<file path="src/rtl/disp_pkg.sv">
// Shared definitions for the display window driver: coordinate and colour
// types, input pixel formats, the RGB565 expansion helper and default
// video timings for 1080p60 and 720p60.
package disp_pkg;

    // Raster coordinates and counters share one width so that they compare
    // directly against each other without casts.
    localparam int COORD_W = 14;
    typedef logic [COORD_W-1:0] coord_t;
    // One extra bit so that origin + size cannot wrap.
    typedef logic [COORD_W:0]   coord_ext_t;

    typedef logic [23:0] rgb888_t;

    localparam int UF_CNT_W = 16;
    typedef logic [UF_CNT_W-1:0] uf_cnt_t;

    // Layout of a FIFO word.
    typedef enum logic {
        PIX_FMT_888 = 1'b0,   // pixel in word[31:8]
        PIX_FMT_565 = 1'b1    // pixel in word[15:0], RGB565
    } pix_fmt_e;

    // 1920x1080 @ 60 Hz, 148.5 MHz pixel clock.
    localparam int T1080_H_LENGTH   = 2200;
    localparam int T1080_H_SYNC_LEN = 44;
    localparam int T1080_H_BP_LEN   = 148;
    localparam int T1080_H_VISIBLE  = 1920;
    localparam int T1080_H_SYNC_POL = 1;
    localparam int T1080_V_LENGTH   = 1125;
    localparam int T1080_V_SYNC_LEN = 5;
    localparam int T1080_V_BP_LEN   = 36;
    localparam int T1080_V_VISIBLE  = 1080;
    localparam int T1080_V_SYNC_POL = 1;

    // 1280x720 @ 60 Hz, 74.25 MHz pixel clock.
    localparam int T720_H_LENGTH    = 1650;
    localparam int T720_H_SYNC_LEN  = 40;
    localparam int T720_H_BP_LEN    = 220;
    localparam int T720_H_VISIBLE   = 1280;
    localparam int T720_H_SYNC_POL  = 1;
    localparam int T720_V_LENGTH    = 750;
    localparam int T720_V_SYNC_LEN  = 5;
    localparam int T720_V_BP_LEN    = 20;
    localparam int T720_V_VISIBLE   = 720;
    localparam int T720_V_SYNC_POL  = 1;

    // Expand RGB565 to RGB888 by replicating each channel's MSBs into the
    // new LSBs, so full scale maps to 8'hFF and zero stays zero.
    function automatic rgb888_t expand_565(input logic [15:0] p);
        return {p[15:11], p[15:13], p[10:5], p[10:9], p[4:0], p[4:2]};
    endfunction

    // Extract the RGB888 pixel from a FIFO word in the given format.
    function automatic rgb888_t format_word(input pix_fmt_e fmt,
                                            input logic [31:0] word);
        return (fmt == PIX_FMT_565) ? expand_565(word[15:0]) : word[31:8];
    endfunction

    // Keep a requested window origin inside the visible area.
    function automatic coord_t clamp_origin(input coord_t req, input coord_t lim);
        return (req > lim) ? lim : req;
    endfunction

endpackage

</file>
<file path="src/rtl/disp_timing_gen.sv">
// Video timing generator: horizontal/vertical counters with an external
// frame restart, decoded into sync, data-enable and active-area pixel
// coordinates. All outputs are combinational from the counter state; the
// caller registers whatever it drives off-chip.
module disp_timing_gen
    import disp_pkg::*;
#(
    parameter int H_LENGTH   = T1080_H_LENGTH,
    parameter int H_SYNC_LEN = T1080_H_SYNC_LEN,
    parameter int H_BP_LEN   = T1080_H_BP_LEN,
    parameter int H_VISIBLE  = T1080_H_VISIBLE,
    parameter int V_LENGTH   = T1080_V_LENGTH,
    parameter int V_SYNC_LEN = T1080_V_SYNC_LEN,
    parameter int V_BP_LEN   = T1080_V_BP_LEN,
    parameter int V_VISIBLE  = T1080_V_VISIBLE
) (
    input  logic               pixel_clock,
    input  logic               reset,
    input  logic               ext_sync,
    output logic               hsync_act,
    output logic               vsync_act,
    output logic               den,
    output logic               line_first,
    output logic               frame_start,
    output logic [COORD_W-1:0] pixel_x,
    output logic [COORD_W-1:0] pixel_y
);

    localparam coord_t H_LAST      = coord_t'(H_LENGTH - 1);
    localparam coord_t V_LAST      = coord_t'(V_LENGTH - 1);
    localparam coord_t H_SYNC_END  = coord_t'(H_SYNC_LEN);
    localparam coord_t V_SYNC_END  = coord_t'(V_SYNC_LEN);
    localparam coord_t H_ACT_START = coord_t'(H_SYNC_LEN + H_BP_LEN);
    localparam coord_t H_ACT_END   = coord_t'(H_SYNC_LEN + H_BP_LEN + H_VISIBLE);
    localparam coord_t V_ACT_START = coord_t'(V_SYNC_LEN + V_BP_LEN);
    localparam coord_t V_ACT_END   = coord_t'(V_SYNC_LEN + V_BP_LEN + V_VISIBLE);

    coord_t h_cnt;
    coord_t v_cnt;
    logic   h_active;
    logic   v_active;

    // Raster position: h_cnt wraps every line and steps v_cnt; reset and
    // ext_sync both send the raster back to the frame-start position.
    // NOTE: state registers use non-blocking assignments so every flop samples
    // the pre-edge values and simulation matches the synthesized hardware.
    always_ff @(posedge pixel_clock) begin
        if (reset) begin
            h_cnt <= '0;
            v_cnt <= '0;
        end else if (ext_sync) begin
            h_cnt <= '0;
            v_cnt <= '0;
        end else if (h_cnt == H_LAST) begin
            h_cnt <= '0;
            v_cnt <= (v_cnt == V_LAST) ? '0 : v_cnt + coord_t'(1);
        end else begin
            h_cnt <= h_cnt + coord_t'(1);
        end
    end

    // Sync pulses sit at the start of each line/frame, followed by the back
    // porch and then the visible region; the front porch is the remainder.
    assign hsync_act   = (h_cnt < H_SYNC_END);
    assign vsync_act   = (v_cnt < V_SYNC_END);
    assign h_active    = (h_cnt >= H_ACT_START) && (h_cnt < H_ACT_END);
    assign v_active    = (v_cnt >= V_ACT_START) && (v_cnt < V_ACT_END);
    assign den         = h_active && v_active;
    assign frame_start = (h_cnt == '0) && (v_cnt == '0);
    assign line_first  = den && (h_cnt == H_ACT_START);

    // Offsets into the visible region; only meaningful while den is high.
    assign pixel_x = h_cnt - H_ACT_START;
    assign pixel_y = v_cnt - V_ACT_START;

endmodule

</file>
<file path="src/rtl/disp_window_driver.sv">
// Display scan-out driver. Places a SRC_H x SRC_V image, streamed from a
// show-ahead read FIFO, at a per-frame window origin inside the visible
// raster and fills the rest with a background colour. FIFO underflows inside
// the window are concealed with the background colour and counted per frame.
module disp_window_driver
    import disp_pkg::*;
#(
    parameter int SRC_H      = 800,
    parameter int SRC_V      = 480,
    parameter int H_LENGTH   = T1080_H_LENGTH,
    parameter int H_SYNC_LEN = T1080_H_SYNC_LEN,
    parameter int H_BP_LEN   = T1080_H_BP_LEN,
    parameter int H_VISIBLE  = T1080_H_VISIBLE,
    parameter int H_SYNC_POL = T1080_H_SYNC_POL,
    parameter int V_LENGTH   = T1080_V_LENGTH,
    parameter int V_SYNC_LEN = T1080_V_SYNC_LEN,
    parameter int V_BP_LEN   = T1080_V_BP_LEN,
    parameter int V_VISIBLE  = T1080_V_VISIBLE,
    parameter int V_SYNC_POL = T1080_V_SYNC_POL
) (
    input  logic                pixel_clock,
    input  logic                reset,
    input  logic                ext_sync,
    input  logic [COORD_W-1:0]  win_x,
    input  logic [COORD_W-1:0]  win_y,
    input  logic [23:0]         bg_color,
    input  logic                fmt_565,
    output logic                rdfifo_rden,
    input  logic [31:0]         rdfifo_dout,
    input  logic                rdfifo_empty,
    output logic                rd_load,
    output logic                video_vsync,
    output logic                video_hsync,
    output logic                video_den,
    output logic                video_line_start,
    output logic [23:0]         video_pixel,
    output logic [UF_CNT_W-1:0] underflow_cnt
);

    // Largest origins that still keep the whole image on screen.
    localparam coord_t     WX_MAX    = coord_t'(H_VISIBLE - SRC_H);
    localparam coord_t     WY_MAX    = coord_t'(V_VISIBLE - SRC_V);
    localparam coord_ext_t SRC_H_EXT = coord_ext_t'(SRC_H);
    localparam coord_ext_t SRC_V_EXT = coord_ext_t'(SRC_V);
    localparam logic       H_POL     = (H_SYNC_POL != 0);
    localparam logic       V_POL     = (V_SYNC_POL != 0);
    localparam uf_cnt_t    UF_MAX    = '1;

    // Stage 0: raster state from the timing generator.
    logic   hsync_act;
    logic   vsync_act;
    logic   den;
    logic   line_first;
    logic   frame_start;
    coord_t pixel_x;
    coord_t pixel_y;

    // Window parameters, frozen for the duration of a frame.
    coord_t   wx_lat;
    coord_t   wy_lat;
    rgb888_t  bg_lat;
    pix_fmt_e fmt_lat;

    // Window hit and FIFO status for the current raster position.
    logic    x_in;
    logic    y_in;
    logic    in_win;
    logic    fifo_hit;
    logic    underflow;
    rgb888_t fmt_pixel;
    rgb888_t pixel_next;

    // Running underflow count for the frame in progress.
    uf_cnt_t uf_frame;

    disp_timing_gen #(
        .H_LENGTH   (H_LENGTH),
        .H_SYNC_LEN (H_SYNC_LEN),
        .H_BP_LEN   (H_BP_LEN),
        .H_VISIBLE  (H_VISIBLE),
        .V_LENGTH   (V_LENGTH),
        .V_SYNC_LEN (V_SYNC_LEN),
        .V_BP_LEN   (V_BP_LEN),
        .V_VISIBLE  (V_VISIBLE)
    ) u_timing (
        .pixel_clock (pixel_clock),
        .reset       (reset),
        .ext_sync    (ext_sync),
        .hsync_act   (hsync_act),
        .vsync_act   (vsync_act),
        .den         (den),
        .line_first  (line_first),
        .frame_start (frame_start),
        .pixel_x     (pixel_x),
        .pixel_y     (pixel_y)
    );

    // Window control: sample and clamp the requested window once per frame so
    // that mid-frame changes never tear the image.
    always_ff @(posedge pixel_clock) begin
        if (reset) begin
            wx_lat  <= '0;
            wy_lat  <= '0;
            bg_lat  <= '0;
            fmt_lat <= PIX_FMT_888;
        end else if (frame_start) begin
            wx_lat  <= clamp_origin(win_x, WX_MAX);
            wy_lat  <= clamp_origin(win_y, WY_MAX);
            bg_lat  <= bg_color;
            fmt_lat <= pix_fmt_e'(fmt_565);
        end
    end

    // Window hit test; comparisons are widened so origin + size cannot wrap.
    assign x_in   = (pixel_x >= wx_lat) &&
                    (coord_ext_t'(pixel_x) < coord_ext_t'(wx_lat) + SRC_H_EXT);
    assign y_in   = (pixel_y >= wy_lat) &&
                    (coord_ext_t'(pixel_y) < coord_ext_t'(wy_lat) + SRC_V_EXT);
    assign in_win = den && x_in && y_in;

    // Show-ahead FIFO: data is already on rdfifo_dout when rden is asserted,
    // so the read and the capture into video_pixel happen on the same edge.
    assign fifo_hit    = in_win && !rdfifo_empty;
    assign underflow   = in_win && rdfifo_empty;
    assign rdfifo_rden = fifo_hit && !reset;
    assign fmt_pixel   = format_word(fmt_lat, rdfifo_dout);

    // Pixel select: image data, background (outside the window or on
    // underflow), or black during blanking.
    always_comb begin
        // NOTE: default assignment first so every path drives pixel_next and
        // no latch is inferred.
        pixel_next = '0;
        if (den) begin
            if (fifo_hit) begin
                pixel_next = fmt_pixel;
            end else begin
                pixel_next = bg_lat;
            end
        end
    end

    // Underflow accounting: publish the finished frame's count at frame start
    // and restart counting, including an underflow landing on that cycle.
    always_ff @(posedge pixel_clock) begin
        if (reset) begin
            uf_frame      <= '0;
            underflow_cnt <= '0;
        end else if (frame_start) begin
            underflow_cnt <= uf_frame;
            uf_frame      <= {{(UF_CNT_W-1){1'b0}}, underflow};
        end else if (underflow && (uf_frame != UF_MAX)) begin
            uf_frame      <= uf_frame + uf_cnt_t'(1);
        end
    end

    // Output registers: one cycle of latency from the raster state, syncs at
    // their configured polarity, rd_load aligned with the first vsync cycle.
    always_ff @(posedge pixel_clock) begin
        if (reset) begin
            video_hsync      <= ~H_POL;
            video_vsync      <= ~V_POL;
            video_den        <= 1'b0;
            video_line_start <= 1'b0;
            video_pixel      <= '0;
            rd_load          <= 1'b0;
        end else begin
            video_hsync      <= H_POL ? hsync_act : ~hsync_act;
            video_vsync      <= V_POL ? vsync_act : ~vsync_act;
            video_den        <= den;
            video_line_start <= line_first;
            video_pixel      <= pixel_next;
            rd_load          <= frame_start;
        end
    end

endmodule
</file>
<file path="config.mk">
export PLATFORM = sky130hd
export DESIGN_NAME = disp_window_driver
export DESIGN_NICKNAME = d
export VERILOG_FILES = /design/src/rtl/disp_pkg.sv /design/src/rtl/disp_timing_gen.sv /design/src/rtl/disp_window_driver.sv
export SDC_FILE = /design/constraint.sdc
export NUM_CORES = 1
export LEC_CHECK = 0
export CAP_MARGIN = 40
export CORE_ASPECT_RATIO = 1.4
export CORE_MARGIN = 2
export CORE_UTILIZATION = 50
export CTS_BUF_LIST = sky130_fd_sc_hd__clkbuf_8 sky130_fd_sc_hd__clkbuf_16
export CTS_CLUSTER_SIZE = 40
export DETAILED_ROUTE_END_ITERATION = 8
export PLACE_DENSITY = 0.85
export SLEW_MARGIN = 30
export SYNTH_ARGS = -nofsm -noshare
export SYNTH_HDL_FRONTEND = slang
export SYNTH_SLANG_ARGS = --single-unit
</file>
<file path="constraint.sdc">
create_clock -name pixel_clock -period 4.6 [get_ports pixel_clock]
set_clock_uncertainty 0.2 [all_clocks]
set_input_delay 0.46 -clock pixel_clock [delete_from_list [all_inputs] [get_ports pixel_clock]]
set_output_delay 0.46 -clock pixel_clock [all_outputs]
set_load 0.05 [all_outputs]
</file>
==> out/qor.txt <==
Remaining global-route overflow = 0
Initial drt markers = 323
Least-Margin Pin Slew = 700 ps
Synth Flop Type = dfxtp_1
WP data arrival = 3690 ps
GRT Util Overall = 24.3%
Period minus WS final = 4350 ps
Hold path endpoint = underflow_cnt[1]
Crit-path cells = o31a_1 -> o21a_1 -> nor2_1 -> nand2_1 -> xnor2_1 -> ha_1 -> nand2_1 -> o21ai_1 -> nor3_1 -> a2111oi_0 -> buf_4 -> nor4_4 -> nand3b_1 -> nor2_2 -> buf_12
Root Driver = clkbuf_16
CTS tree = built
Crit path max fanout = 9
Final setup fails = 0
Worst min-delay path startpoint = underflow_cnt[1]
RD Place Congestion = 0.916
Synth Cell Area = 7520 um2
Critical path type = register to output pin
Xor/xnor share of the synthesized area = 6.87%
R2R Path End = uf_frame[7]
Post-DP Area = 8960 um2
Netlist cell types = 56
Largest net degree at the start of global routing = 58
Post-synth EDFFs = 0
Chip Height = 149 um
RR Startpoint = u_timing.v_cnt[0]
Drt pass-1 iters = 4
Status = finished clean
FILL cells = 1,205
Worst-path clk slew = 60 ps
WP buf/inv = 2
Synth warn = 0
Final ANT Viol Nets = 0
Total wire length = 19,400 um
Adder-cell share of the synthesized area = 9.49%
Die width = 108 um
Vias/cell = 5.44
Multi-input logic area = 4290 um2
Compound-Gate Fraction of Synth Area = 13.0%
Slowest-stage cell, CP = dfxtp_2
Post-synthesis sequential area ratio = 37.8%
CP top delay family = simple AND/OR/NAND/NOR gates
DIE AREA = 16,000 um2
Hold Crit Depth = 2
Starting Density = 50.6%
I/O pins = 135
Maximum vdd ir drop = 264 uV
# H-tree levels = 4
HPWL after DPL = 14,100 um
Largest stage delay, worst path = 360 ps
Buffers on Ports = 134
Syn Inst Count = 925
Wire per inst = 15.5 um
Startpoint Class = register
Final instance area = 9620 um2
Final hold violations = 0
Largest family of logic cells by synthesized area = simple AND/OR/NAND/NOR gates
N_diodes = 0
Synth Area per Inst = 8.13 um2
Simple-Gate Fraction of Synth Area = 22.7%
Clk_lat worst skew = 430 ps
R2R Setup Slk = 520 ps
Critical Path End Type = output pin
Max Cap Viol = 0
First-pass GRT wire length = 30,900 um
Pwr Density = 301 nW/um2
CTS Buf Count = 17
Initial antenna violation count = 0
Residual DRC = 0
Max clock buf depth = 2
Fmax = 230 MHz
Core ar. = 14,900 um2
Post-Syn Nets = 1,071
Final Cycle Share = 94.6%
Seq. cell area = 2850 um2
Site Rows = 53
NumNets Final = 1,191
Clock sink total = 142
Vias = 6,800
Hold-fix buffers at CTS = 0
Reg2Reg Depth = 13
Fraction of registers with async set/reset = 0%
Number of global-route vias before repair = 6,655
Hold crit path type = register to register
Pre-CTS setup slack = 327 ps
Most used cell, CP = nand2_1
Data required, critical path = 3940 ps
Area delta synth->final = 28.0%
Mux contribution to synthesized area = 4.53%
WHS = 255 ps
Lkg Pwr = 3.80 nW
Slew Limit Fails = 0
Share of cells above drive strength 1 = 7.09%
Slack of the critical path = 250 ps
Synth Register Bits = 142
Slew headroom = 52.9%
metrics by stage:
| stage | utilization [%] | std cells | setup TNS, ps | total power, mW |
|---|---|---|---|---|
| after CTS | 64.2 | 1244 | 0 | 2.91 |
| after global routing | 64.8 | 1250 | -13.7 | 2.99 |
| final | 64.8 | 1250 | 0 | 2.90 |
| after global placement | 60.3 | 1211 | 0 | 1.56 |
| after floorplan | - | 925 | 0 | 1.44 |
| after detailed placement | 60.3 | 1211 | 0 | 1.57 |
cells in the final DEF (no fill, tap or decap), types with 4 or more instances in the layout:
| master | n |
|---|---|
| nand2_1 | 140 |
| dfxtp_1 | 138 |
| clkdlybuf4s50_1 | 132 |
| nor2_1 | 92 |
| a21oi_1 | 73 |
| inv_1 | 56 |
| ha_1 | 56 |
| o21ai_0 | 43 |
| xor2_1 | 30 |
| xnor2_1 | 29 |
| nand3_1 | 28 |
| mux2i_1 | 25 |
| nor3_1 | 20 |
| clkbuf_16 | 17 |
| buf_4 | 15 |
| nand4_1 | 14 |
| or3_1 | 12 |
| a211oi_1 | 11 |
| a21o_1 | 9 |
| and3_1 | 8 |
| mux2_2 | 8 |
| nor4_1 | 7 |
| inv_6 | 7 |
| nand2b_1 | 6 |
| and4_1 | 6 |
| o21a_1 | 4 |
| or4_1 | 4 |
| nand4b_1 | 4 |
| nand3b_1 | 4 |
| dfxtp_2 | 4 |
where the power goes:
part / switching, mW / internal (mW) / total [mW] / leakage [nW]
registers: 0.0204 / 1.26 / 1.28 / 1.16
logic: 0.138 / 0.134 / 0.273 / 2.36
clock network: 0.589 / 0.762 / 1.35 / 0.281
metal layers:
metal / GRT usage [%] / wire (um)
met1: 26.1 / 7650
met5: 0 / 0
met3: 4.98 / 1000
met4: 10.9 / 602
met2: 44.9 / 10200
kinds of logic (layout without fill, tap and decap cells):
group	after synthesis	after routing
simple gates	364	364
compound gates	167	167
flops	142	142
buf+inv	103	236
xor+xnor	59	59
fa+ha+maj	57	57
mux	33	33
state kept, by name, summed over array words and instances (netlist names):
name / cells
video_den: 1
u_timing.h_cnt: 14
fmt_lat: 1
video_line_start: 1
underflow_cnt: 16
bg_lat: 24
video_pixel: 24
rd_load: 1
video_vsync: 1
video_hsync: 1
uf_frame: 16
wx_lat: 14
u_timing.v_cnt: 14
wy_lat: 14
cells in the mapped netlist, drive strengths merged (2+ instances only):
library cell  instances  area share (%)
or4                   4            0.40
nand4                14             1.2
inv                  55             2.7
nor4                  8            0.87
nand3b                4            0.40
a22o                  2            0.23
a221oi                2            0.23
o211ai                2            0.20
a211oi               11             1.1
a21oi                75             5.0
o21ai                44             2.9
o31ai                 2            0.20
nor3                 24             1.9
clkbuf               32             1.6
and3                  8            0.67
and4                  6            0.70
nand2               141             7.1
buf                  16             1.3
and2                  3            0.25
or2                   2            0.17
o21a                  4            0.40
ha                   57             9.5
o22ai                 2            0.17
xnor2                29             3.4
a21o                  9            0.90
nand3                28             1.9
nand4b                4            0.47
nand2b                7            0.62
xor2                 30             3.5
nor2b                 2            0.17
o311a                 3            0.40
nor2                 94             4.7
mux2i                25             3.3
nor3b                 2            0.20
or3                  12             1.0
mux2                  8             1.2
a2111oi               3            0.35
dfxtp               142              38
worst max path at each step:
stage                             end  depth (start not counted)         startpoint  slack (ps)
final                     rdfifo_rden                         15  u_timing.v_cnt[0]         250
after global routing      rdfifo_rden                         15  u_timing.v_cnt[0]         -10
after CTS                 rdfifo_rden                         18  u_timing.v_cnt[1]          50
after detailed placement  rdfifo_rden                         18  u_timing.v_cnt[0]         330
after global placement    rdfifo_rden                         17  u_timing.v_cnt[0]         450
after floorplan           rdfifo_rden                         17  u_timing.v_cnt[0]         340
layout make-up:
type,instances,area share (%)
Multi-Input combinational cell,680,44.6
Inverter,55,2.15
Timing Repair Buffer,149,15.2
Clock buffer,17,4.42
Clock inverter,15,1.56
Tap cell,192,2.50
Sequential cell,142,29.6
worst reg2reg max path: cells and delay by family, from the launching register on:
kind | cells | cell delay (ps)
AO/OA/AOI/OAI | 4 | 1020
adder cells (fa/ha/maj) | 1 | 310
flip-flops | 1 | 360
XOR/XNOR | 1 | 130
AND/OR/NAND/NOR | 7 | 1980
timing repair:
item                                    in CTS  in global routing
endpoints found under the setup margin       1                  1
pin swaps                                    1                  3
resized for setup                            2                 10
setup buffers                                1                  5
cloned                                       0                  0
Power figures use the tool's default switching activity.
